## src/rtl/vend_ctrl.sv

```systemverilog
// vend_ctrl: vending-machine transaction controller.
// Tracks inserted credit, runs the sale / change / deny / refund sequence and
// holds each timed indication for T_HOLD cycles.
// Ports:
//   clk, rst            clock, asynchronous active-high reset
//   coin1/coin5/coin10  single-cycle coin-accepted pulses (1/5/10 units)
//   sel_a/sel_b/sel_c   single-cycle product-select pulses
//   cancel              single-cycle cancel/refund pulse
//   state1..state7      one-hot status lines (credit, vend A/B/C, change, deny, refund)
//   credit, change      current credit and amount being returned
//   coin_reject         one-cycle pulse: coin not accepted
module vend_ctrl #(
  parameter int PRICE_A    = 3,
  parameter int PRICE_B    = 5,
  parameter int PRICE_C    = 8,
  parameter int CREDIT_MAX = 20,
  parameter int T_HOLD     = 150_000_000
) (
  input  logic       clk,
  input  logic       rst,
  input  logic       coin1,
  input  logic       coin5,
  input  logic       coin10,
  input  logic       sel_a,
  input  logic       sel_b,
  input  logic       sel_c,
  input  logic       cancel,
  output logic       state1,
  output logic       state2,
  output logic       state3,
  output logic       state4,
  output logic       state5,
  output logic       state6,
  output logic       state7,
  output logic [4:0] credit,
  output logic [4:0] change,
  output logic       coin_reject
);

  typedef enum logic [2:0] {
    S_IDLE,
    S_CREDIT,
    S_VEND_A,
    S_VEND_B,
    S_VEND_C,
    S_CHANGE,
    S_DENY,
    S_REFUND
  } state_t;

  localparam logic [27:0] HOLD_LAST = 28'(T_HOLD - 1);
  localparam logic [5:0]  CMAX      = 6'(CREDIT_MAX);
  localparam logic [4:0]  PA        = 5'(PRICE_A);
  localparam logic [4:0]  PB        = 5'(PRICE_B);
  localparam logic [4:0]  PC        = 5'(PRICE_C);

  state_t      state, state_nxt;
  logic [4:0]  credit_nxt, change_nxt;
  logic        reject_nxt;
  logic [27:0] hold_cnt, hold_cnt_nxt;

  // Coin decode: highest-value coin wins, any other coin in the same cycle
  // is handed back.
  logic       coin_any, coin_extra;
  logic [4:0] coin_val;
  logic [5:0] credit_sum;

  // Select decode: A > B > C.
  logic       sel_any;
  logic [4:0] sel_price;
  state_t     sel_vend;

  logic       timed, hold_done;

  always_comb begin
    coin_any   = coin1 | coin5 | coin10;
    coin_extra = (coin10 & (coin5 | coin1)) | (coin5 & coin1);
    coin_val   = coin10 ? 5'd10 : (coin5 ? 5'd5 : (coin1 ? 5'd1 : 5'd0));
    // Sum one bit wider so an overflowing insert is detected, not wrapped.
    credit_sum = {1'b0, credit} + {1'b0, coin_val};

    sel_any    = sel_a | sel_b | sel_c;
    sel_price  = sel_a ? PA : (sel_b ? PB : PC);
    sel_vend   = sel_a ? S_VEND_A : (sel_b ? S_VEND_B : S_VEND_C);

    timed      = !(state inside {S_IDLE, S_CREDIT});
    hold_done  = (hold_cnt == HOLD_LAST);
  end

  always_comb begin
    state_nxt  = state;
    credit_nxt = credit;
    change_nxt = change;
    reject_nxt = 1'b0;

    case (state)
      S_IDLE, S_CREDIT: begin
        // Cancel only means something once credit has been inserted.
        if (cancel && state == S_CREDIT) begin
          state_nxt  = S_REFUND;
          change_nxt = credit;
          credit_nxt = 5'd0;
          reject_nxt = coin_any;
        end else if (sel_any) begin
          // A coin arriving alongside an acted-on select is not credited.
          reject_nxt = coin_any;
          if (credit >= sel_price) begin
            state_nxt  = sel_vend;
            change_nxt = credit - sel_price;
            credit_nxt = 5'd0;
          end else begin
            state_nxt  = S_DENY;
          end
        end else if (coin_any) begin
          reject_nxt = coin_extra;
          if (credit_sum <= CMAX) begin
            state_nxt  = S_CREDIT;
            credit_nxt = credit_sum[4:0];
          end else begin
            reject_nxt = 1'b1;
          end
        end
      end
      default: begin
        // Timed indication: only coins have an effect, and they bounce.
        reject_nxt = coin_any;
        if (hold_done) begin
          case (state)
            S_VEND_A, S_VEND_B, S_VEND_C:
              state_nxt = (change != 5'd0) ? S_CHANGE : S_IDLE;
            S_CHANGE, S_REFUND: begin
              state_nxt  = S_IDLE;
              change_nxt = 5'd0;
            end
            S_DENY:
              state_nxt = (credit != 5'd0) ? S_CREDIT : S_IDLE;
            default: ;
          endcase
        end
      end
    endcase

    // Counter restarts on every state change so back-to-back timed states
    // (VEND -> CHANGE) each get the full hold time.
    if (state_nxt != state || !timed) begin
      hold_cnt_nxt = 28'd0;
    end else begin
      hold_cnt_nxt = hold_cnt + 28'd1;
    end
  end

  always_ff @(posedge clk or posedge rst) begin
    if (rst) begin
      state       <= S_IDLE;
      credit      <= 5'd0;
      change      <= 5'd0;
      coin_reject <= 1'b0;
      hold_cnt    <= 28'd0;
    end else begin
      state       <= state_nxt;
      credit      <= credit_nxt;
      change      <= change_nxt;
      coin_reject <= reject_nxt;
      hold_cnt    <= hold_cnt_nxt;
    end
  end

  assign state1 = (state == S_CREDIT);
  assign state2 = (state == S_VEND_A);
  assign state3 = (state == S_VEND_B);
  assign state4 = (state == S_VEND_C);
  assign state5 = (state == S_CHANGE);
  assign state6 = (state == S_DENY);
  assign state7 = (state == S_REFUND);

endmodule

```

## config.mk

```make
export PLATFORM = sky130hd
export DESIGN_NAME = vend_ctrl
export DESIGN_NICKNAME = d
export VERILOG_FILES = /design/src/rtl/vend_ctrl.sv
export SDC_FILE = /design/constraint.sdc
export NUM_CORES = 1
export LEC_CHECK = 0
export CAP_MARGIN = 20
export CORE_ASPECT_RATIO = 0.9
export CORE_MARGIN = 2
export CORE_UTILIZATION = 39
export DETAILED_ROUTE_END_ITERATION = 8
export PLACE_DENSITY = 0.7
export SLEW_MARGIN = 20
export SYNTH_ARGS = -nofsm -noshare
export SYNTH_HDL_FRONTEND = slang
export SYNTH_SLANG_ARGS = --single-unit
export TNS_END_PERCENT = 5
```

## constraint.sdc

```tcl
create_clock -name clk -period 3.6 [get_ports clk]
set_input_delay 0.72 -clock clk [delete_from_list [all_inputs] [get_ports clk]]
set_output_delay 0.72 -clock clk [all_outputs]
set_load 0.01 [all_outputs]
```

==> flow_summary.ini, run 1 <==
[critical_path]
critical_path_class = primary input to flip-flop
critPathCaptureType = flip-flop
worstSetupStartpointType = primary input
critPathArrivalTime_ns = 3.47
ff2ff_path_depth = 7
crit_fanout = 5
critPathRequiredTime_ns = 3.78

[finish]
drive_above_1_share_pct = 8.71
syn_to_final_growth_pct = 19.8
antenna_cells = 0
final_cells = 400
nets = 329

[logic_synthesis]
syn_nets = 299
synth_common_cells = nor2_1 (43), dfrtp_1 (42), xor2_1 (22)
synthTopCellsByArea = dfrtp_1 (40%), xor2_1 (7.3%), nor2_1 (6.1%)
ys_ff_latch = 42
avgSynthCellArea_um2 = 9.41
synth_cell_types = 53
synth_area_um2 = 2630
synth_most_common_cell = nor2_1
synth_warnings = 0
yosysSeqAreaShare_pct = 40.0
synth_flop_cell = dfrtp_1
synth_edf_count = 0
yosysTopAreaCellShare_pct = 40.0
synth_top_area_cell = dfrtp_1
synthArstFlopShare_pct = 100
synthCells = 279

[clock_tree]
clk_pin_slew_worst_paths_ns = 0.08
insertion_delay_ns = 0.30
cts_tree = done
post-cts-setup-buffer-count = 0
ctsLongestPathBuffers = 2
cts_resized = 0
ctsRootBufferMaster = clkbuf_8
cts_made_buffers = 5
clock_sinks = 42
htree_num_levels = 2
cts-hold-fix-buffers = 0

[timing]
period_needed_ns = 3.29
relSlewSlack_pct = 45.2
tns_ns = 0
skew_ns = 0.0101
fin_crit_sh_pct = 91.4
finalHoldViolations = 0
hold_ws_ns = 0.524
slew_violations = 0
tightestPinTransition_ns = 0.820
rsz0062_at_grt = no
fmax_mhz = 304
setup_violations = 0

[floorplanning]
fp.dieArea_um2 = 7400
io_pins = 27
chipHeight_um = 81.8
chipWidth_um = 90.5
rows = 28
initial_utilization_pct = 40.1
design.core.area_um2 = 6550

[outcome]
outcome = complete, no violations

[job]
maxCapViolCount = 0

[placement]
io_buffers = 26
place_inst = 392
hpwl_um = 4120
gp_congestion = 0.871

[route]
num_vias = 2145
postRouteAntennaNets = 0
drtPass1Iterations = 5
drcViolationCount = 0
wl_um = 5550
via_per_inst = 5.36
routedWlPerCell_um = 13.9
detail_route.iter0.violations = 128

[pwr]
p_per_area_nw_per_um2 = 324
ir_drop_mv = 0.164
p_leak_nw = 1.38
total_power_mw = 1.02

[global_route]
grt_pass1_wl_um = 9600
grt_max_degree = 27
track_usage_pct = 16.0
grt_pass1_vias = 2098
antenna_found_initial = 0
overflow = 0

[hold_path]
hold_class = flip-flop to flip-flop
hold_path_depth = 1
-- final timing paths --
| kind | startpoint | endpoint | slack, ns |
|---|---|---|---|
| min in group asynchronous | rst | change[1] | 0.83 |
| setup reg to reg | credit[0] | credit[4] | 1.10 |
| max in group asynchronous | rst | hold_cnt[7] | 1.98 |
| hold / removal | hold_cnt[0] | hold_cnt[0] | 0.52 |
| hold reg to reg | hold_cnt[0] | hold_cnt[0] | 0.52 |
| setup / recovery | coin5 | credit[4] | 0.31 |
-- metal layers --
layer	global-route usage, %	up-vias	routed length [um]
met3	3.49	10	190
met4	4.92	0	76
met1	19.8	1030	2600
met5	0	-	0
met2	28.2	41	2680
li1	-	1064	-
-- through the flow --
step / cell area (um^2) / utilization [%] / worst slack (ns)
after global placement: 3000 / 45.8 / 0.0506
after CTS: 3150 / 48.0 / 0.323
final: 3150 / 48.0 / 0.310
after detailed placement: 3000 / 45.8 / 0.0148
after global routing: 3150 / 48.0 / 0.168
after floorplan: 2630 / - / 0.581
-- placed cells by master, fill, tap and decap left out, types with 3 or more instances in the layout --
master,count
nor2_1,43
nand2_1,18
o21ai_0,4
clkbuf_8,6
xnor2_1,7
nor3_1,4
nand4_1,8
buf_4,5
and2_1,3
o211ai_1,3
or2_2,5
nand2b_1,3
dfrtp_1,42
clkdlybuf4s50_1,26
and4_1,3
a211oi_1,6
a32o_1,4
inv_1,7
xor2_1,22
ha_1,9
and3_1,11
a21oi_1,8
nor2b_1,4
nand3_1,14
o21a_1,4
-- registers in the layout, summed over array words and instances (netlist names) --
signal / count
change: 5
coin_reject: 1
hold_cnt: 28
state: 3
credit: 5
-- worst max-delay path: stages --
cell             delay (ns)
clkdlybuf4s50_1        0.42
or2_2                  0.33
nor2b_1                0.14
ha_1                   0.20
fa_1                   0.40
xor2_1                 0.19
o21ai_0                0.09
a311oi_1               0.17
o41a_1                 0.51
a2bb2o_1               0.30
-- power breakdown --
group / switching [mW] / leakage [nW] / total, mW / internal [mW]
Sequential: 0.00380 / 0.544 / 0.479 / 0.476
Combinational: 0.0415 / 0.760 / 0.0795 / 0.0380
Clock: 0.164 / 0.0714 / 0.460 / 0.296
Total: 0.209 / 1.38 / 1.02 / 0.809
-- layout make-up --
class | instances | area (um^2)
Sequential cell | 42 | 1050
Timing Repair Buffer | 31 | 298
Multi-Input combinational cell | 222 | 1520
Tap cell | 90 | 113
Clock inverter | 2 | 60.1
Clock buffer | 6 | 82.6
Inverter | 7 | 26.3
Fill cell | 624 | 3410
-- kinds of logic after synthesis --
family / Yosys count / synth area share, %
simple gates: 134 / 27.8
compound gates: 44 / 12.7
flops: 42 / 40.0
xor+xnor: 29 / 9.68
buf+inv: 15 / 2.24
fa+ha+maj: 11 / 5.82
mux: 4 / 1.72
No activity file was read; power rests on OpenSTA's default activity.
==> run 2, diff against run 1 <==
--- a/config.mk
+++ b/config.mk
@@ -10,7 +10,7 @@
 export CORE_MARGIN = 2
 export CORE_UTILIZATION = 39
 export DETAILED_ROUTE_END_ITERATION = 8
-export PLACE_DENSITY = 0.7
+export PLACE_DENSITY = 0.59
 export SLEW_MARGIN = 20
 export SYNTH_ARGS = -nofsm -noshare
 export SYNTH_HDL_FRONTEND = slang
==> flow_summary.ini, run 2 (synthesized netlist as in run 1, its figures left out) <==
[global_route]
antenna_found_initial = 0
grt_pass1_vias = 2024
grt_max_degree = 31
overflow = 0
grt_pass1_wl_um = 10000
track_usage_pct = 17.1

[floorplanning]
io_pins = 27
rows = 28
chipWidth_um = 90.5
initial_utilization_pct = 40.1
chipHeight_um = 81.8
fp.dieArea_um2 = 7400
design.core.area_um2 = 6550

[finish]
syn_to_final_growth_pct = 18.1
antenna_cells = 0
final_common_cell = nor2_1
regArea_um2 = 1050
mostFrequentLayoutCells = nor2_1 (43), dfrtp_1 (42), clkdlybuf4s50_1 (26), xor2_1 (22), nand2_1 (18)
drive_above_1_share_pct = 9.03
largest_register = hold_cnt
reg_top3 = hold_cnt (28), change (5), credit (5)
largest_register_ffs = 28
fill_cells = 645
fin_util_pct = 47.3
multiInputGateArea_um2 = 1520
nets = 329

[clock_tree]
cts_resized = 0
cts_tree = done
clock_sinks = 42
cts_made_buffers = 5
htree_num_levels = 2
post-cts-setup-buffer-count = 0
insertion_delay_ns = 0.30
ctsRootBufferMaster = clkbuf_8
cts-hold-fix-buffers = 0
ctsLongestPathBuffers = 2
clk_pin_slew_worst_paths_ns = 0.08

[pwr]
cellInternalPower_uw = 668
p_comb_share_pct = 9.2
p_per_area_nw_per_um2 = 286
switching_share_pct = 24.7
ir_drop_mv = 0.149
power.share.clock_pct = 36.8
p_leak_nw = 1.35
seq_power_share_pct = 54.0
switchingPower_uw = 219

[job]
maxCapViolCount = 0

[route]
via_per_inst = 5.26
drtPass1Iterations = 4
postRouteAntennaNets = 0
wl_um = 6000
detail_route.iter0.violations = 114
drcViolationCount = 0
routedWlPerCell_um = 15.0
num_vias = 2104

[critical_path]
critPathCaptureType = flip-flop
critPathRequiredTime_ns = 3.79
critical_path_class = primary input to flip-flop
rrSetupSlack_ns = 1.09
worstSetupStartpointType = primary input
crit_chain = clkdlybuf4s50_1, or2_2, nor2b_1, ha_1, fa_1, xor2_1, o21ai_0, a311oi_1, or3_1, a2bb2o_1
critPathArrivalTime_ns = 3.53
worstPathBufferInverterCount = 1
critPathTopFamily = compound AO/OA/AOI/OAI gates
cp_slowest_cell = a311oi_1
cpPeakStageDelay_ns = 0.46
crit_fanout = 4

[timing]
period_needed_ns = 3.34
fin_crit_sh_pct = 92.8
finalHoldViolations = 0
setup_violations = 0
tns_ns = 0
tightestPinTransition_ns = 0.900
fmax_mhz = 299
slew_violations = 0
skew_ns = 0.00442
worst_slack_ns = 0.259
hold_ws_ns = 0.524
relSlewSlack_pct = 39.9
rsz0062_at_grt = no

[placement]
hpwl_um = 4350
gp_congestion = 0.764
io_buffers = 26
post-place-ws_ns = -0.0414

[outcome]
outcome = complete, no violations

[hold_path]
hold_class = flip-flop to flip-flop
run 2: worst register-to-register path: stages (launching register included):
cell      delay (ns)
dfrtp_1         0.47
ha_1            0.27
fa_1            0.40
xor2_1          0.20
o21ai_0         0.11
a311oi_1        0.46
or3_1           0.21
a2bb2o_1        0.28
run 2: through the flow:
stage / cell area, um^2 / power (mW) / cells
4_1_cts: 3100 / 0.897 / 400
3_3_place_gp: 3000 / 0.570 / 392
5_1_grt: 3100 / 0.927 / 400
3_5_place_dp: 3000 / 0.571 / 392
6_report: 3100 / 0.887 / 400
2_1_floorplan: 2630 / 0.534 / 279
run 2: worst paths after layout:
check / start / to / depth (start not counted)
hold / removal: hold_cnt[0] / hold_cnt[0] / 1
setup reg to reg: credit[0] / credit[4] / 7
hold reg to reg: hold_cnt[0] / hold_cnt[0] / 1
min in group asynchronous: rst / hold_cnt[21] / 2
max in group asynchronous: rst / hold_cnt[19] / 3
setup / recovery: coin5 / credit[4] / 10
run 2: final cells by class:
class                   instances  share of cell area [%]
multi-input cells             222                    48.9
flip-flops and latches         42                    33.9
repair buffers                 31                    9.61
well taps                      90                    3.63
clock buffers                   6                    2.66
inverters                       7                   0.888
clock inverters                 2                   0.404
run 2: power by group through the flow:
stage | Sequential (mW) | Clock, mW | Combinational, mW
floorplan | 0.490 | 0 | 0.0443
global placement | 0.489 | 0 | 0.0805
detailed placement | 0.489 | 0 | 0.0818
CTS | 0.480 | 0.335 | 0.0823
global route | 0.480 | 0.356 | 0.0909
finish | 0.479 | 0.326 | 0.0816
run 2: metal layers:
| layer | part of all wire [%] | GRT usage (%) | up-vias |
|---|---|---|---|
| li1 | - | - | 1061 |
| met1 | 54 | 25.2 | 1001 |
| met2 | 41 | 25.7 | 35 |
| met3 | 4.2 | 3.67 | 7 |
| met4 | 1.1 | 4.15 | 0 |
| met5 | 0 | 0 | - |
==> run 3, diff against run 2 <==
--- a/config.mk
+++ b/config.mk
@@ -11,7 +11,7 @@
 export CORE_UTILIZATION = 39
 export DETAILED_ROUTE_END_ITERATION = 8
 export PLACE_DENSITY = 0.59
-export SLEW_MARGIN = 20
+export SLEW_MARGIN = 25
 export SYNTH_ARGS = -nofsm -noshare
 export SYNTH_HDL_FRONTEND = slang
 export SYNTH_SLANG_ARGS = --single-unit
==> results of run 3 <==
Same layout as run 2: the final DEF is identical, and so are final timing and power.
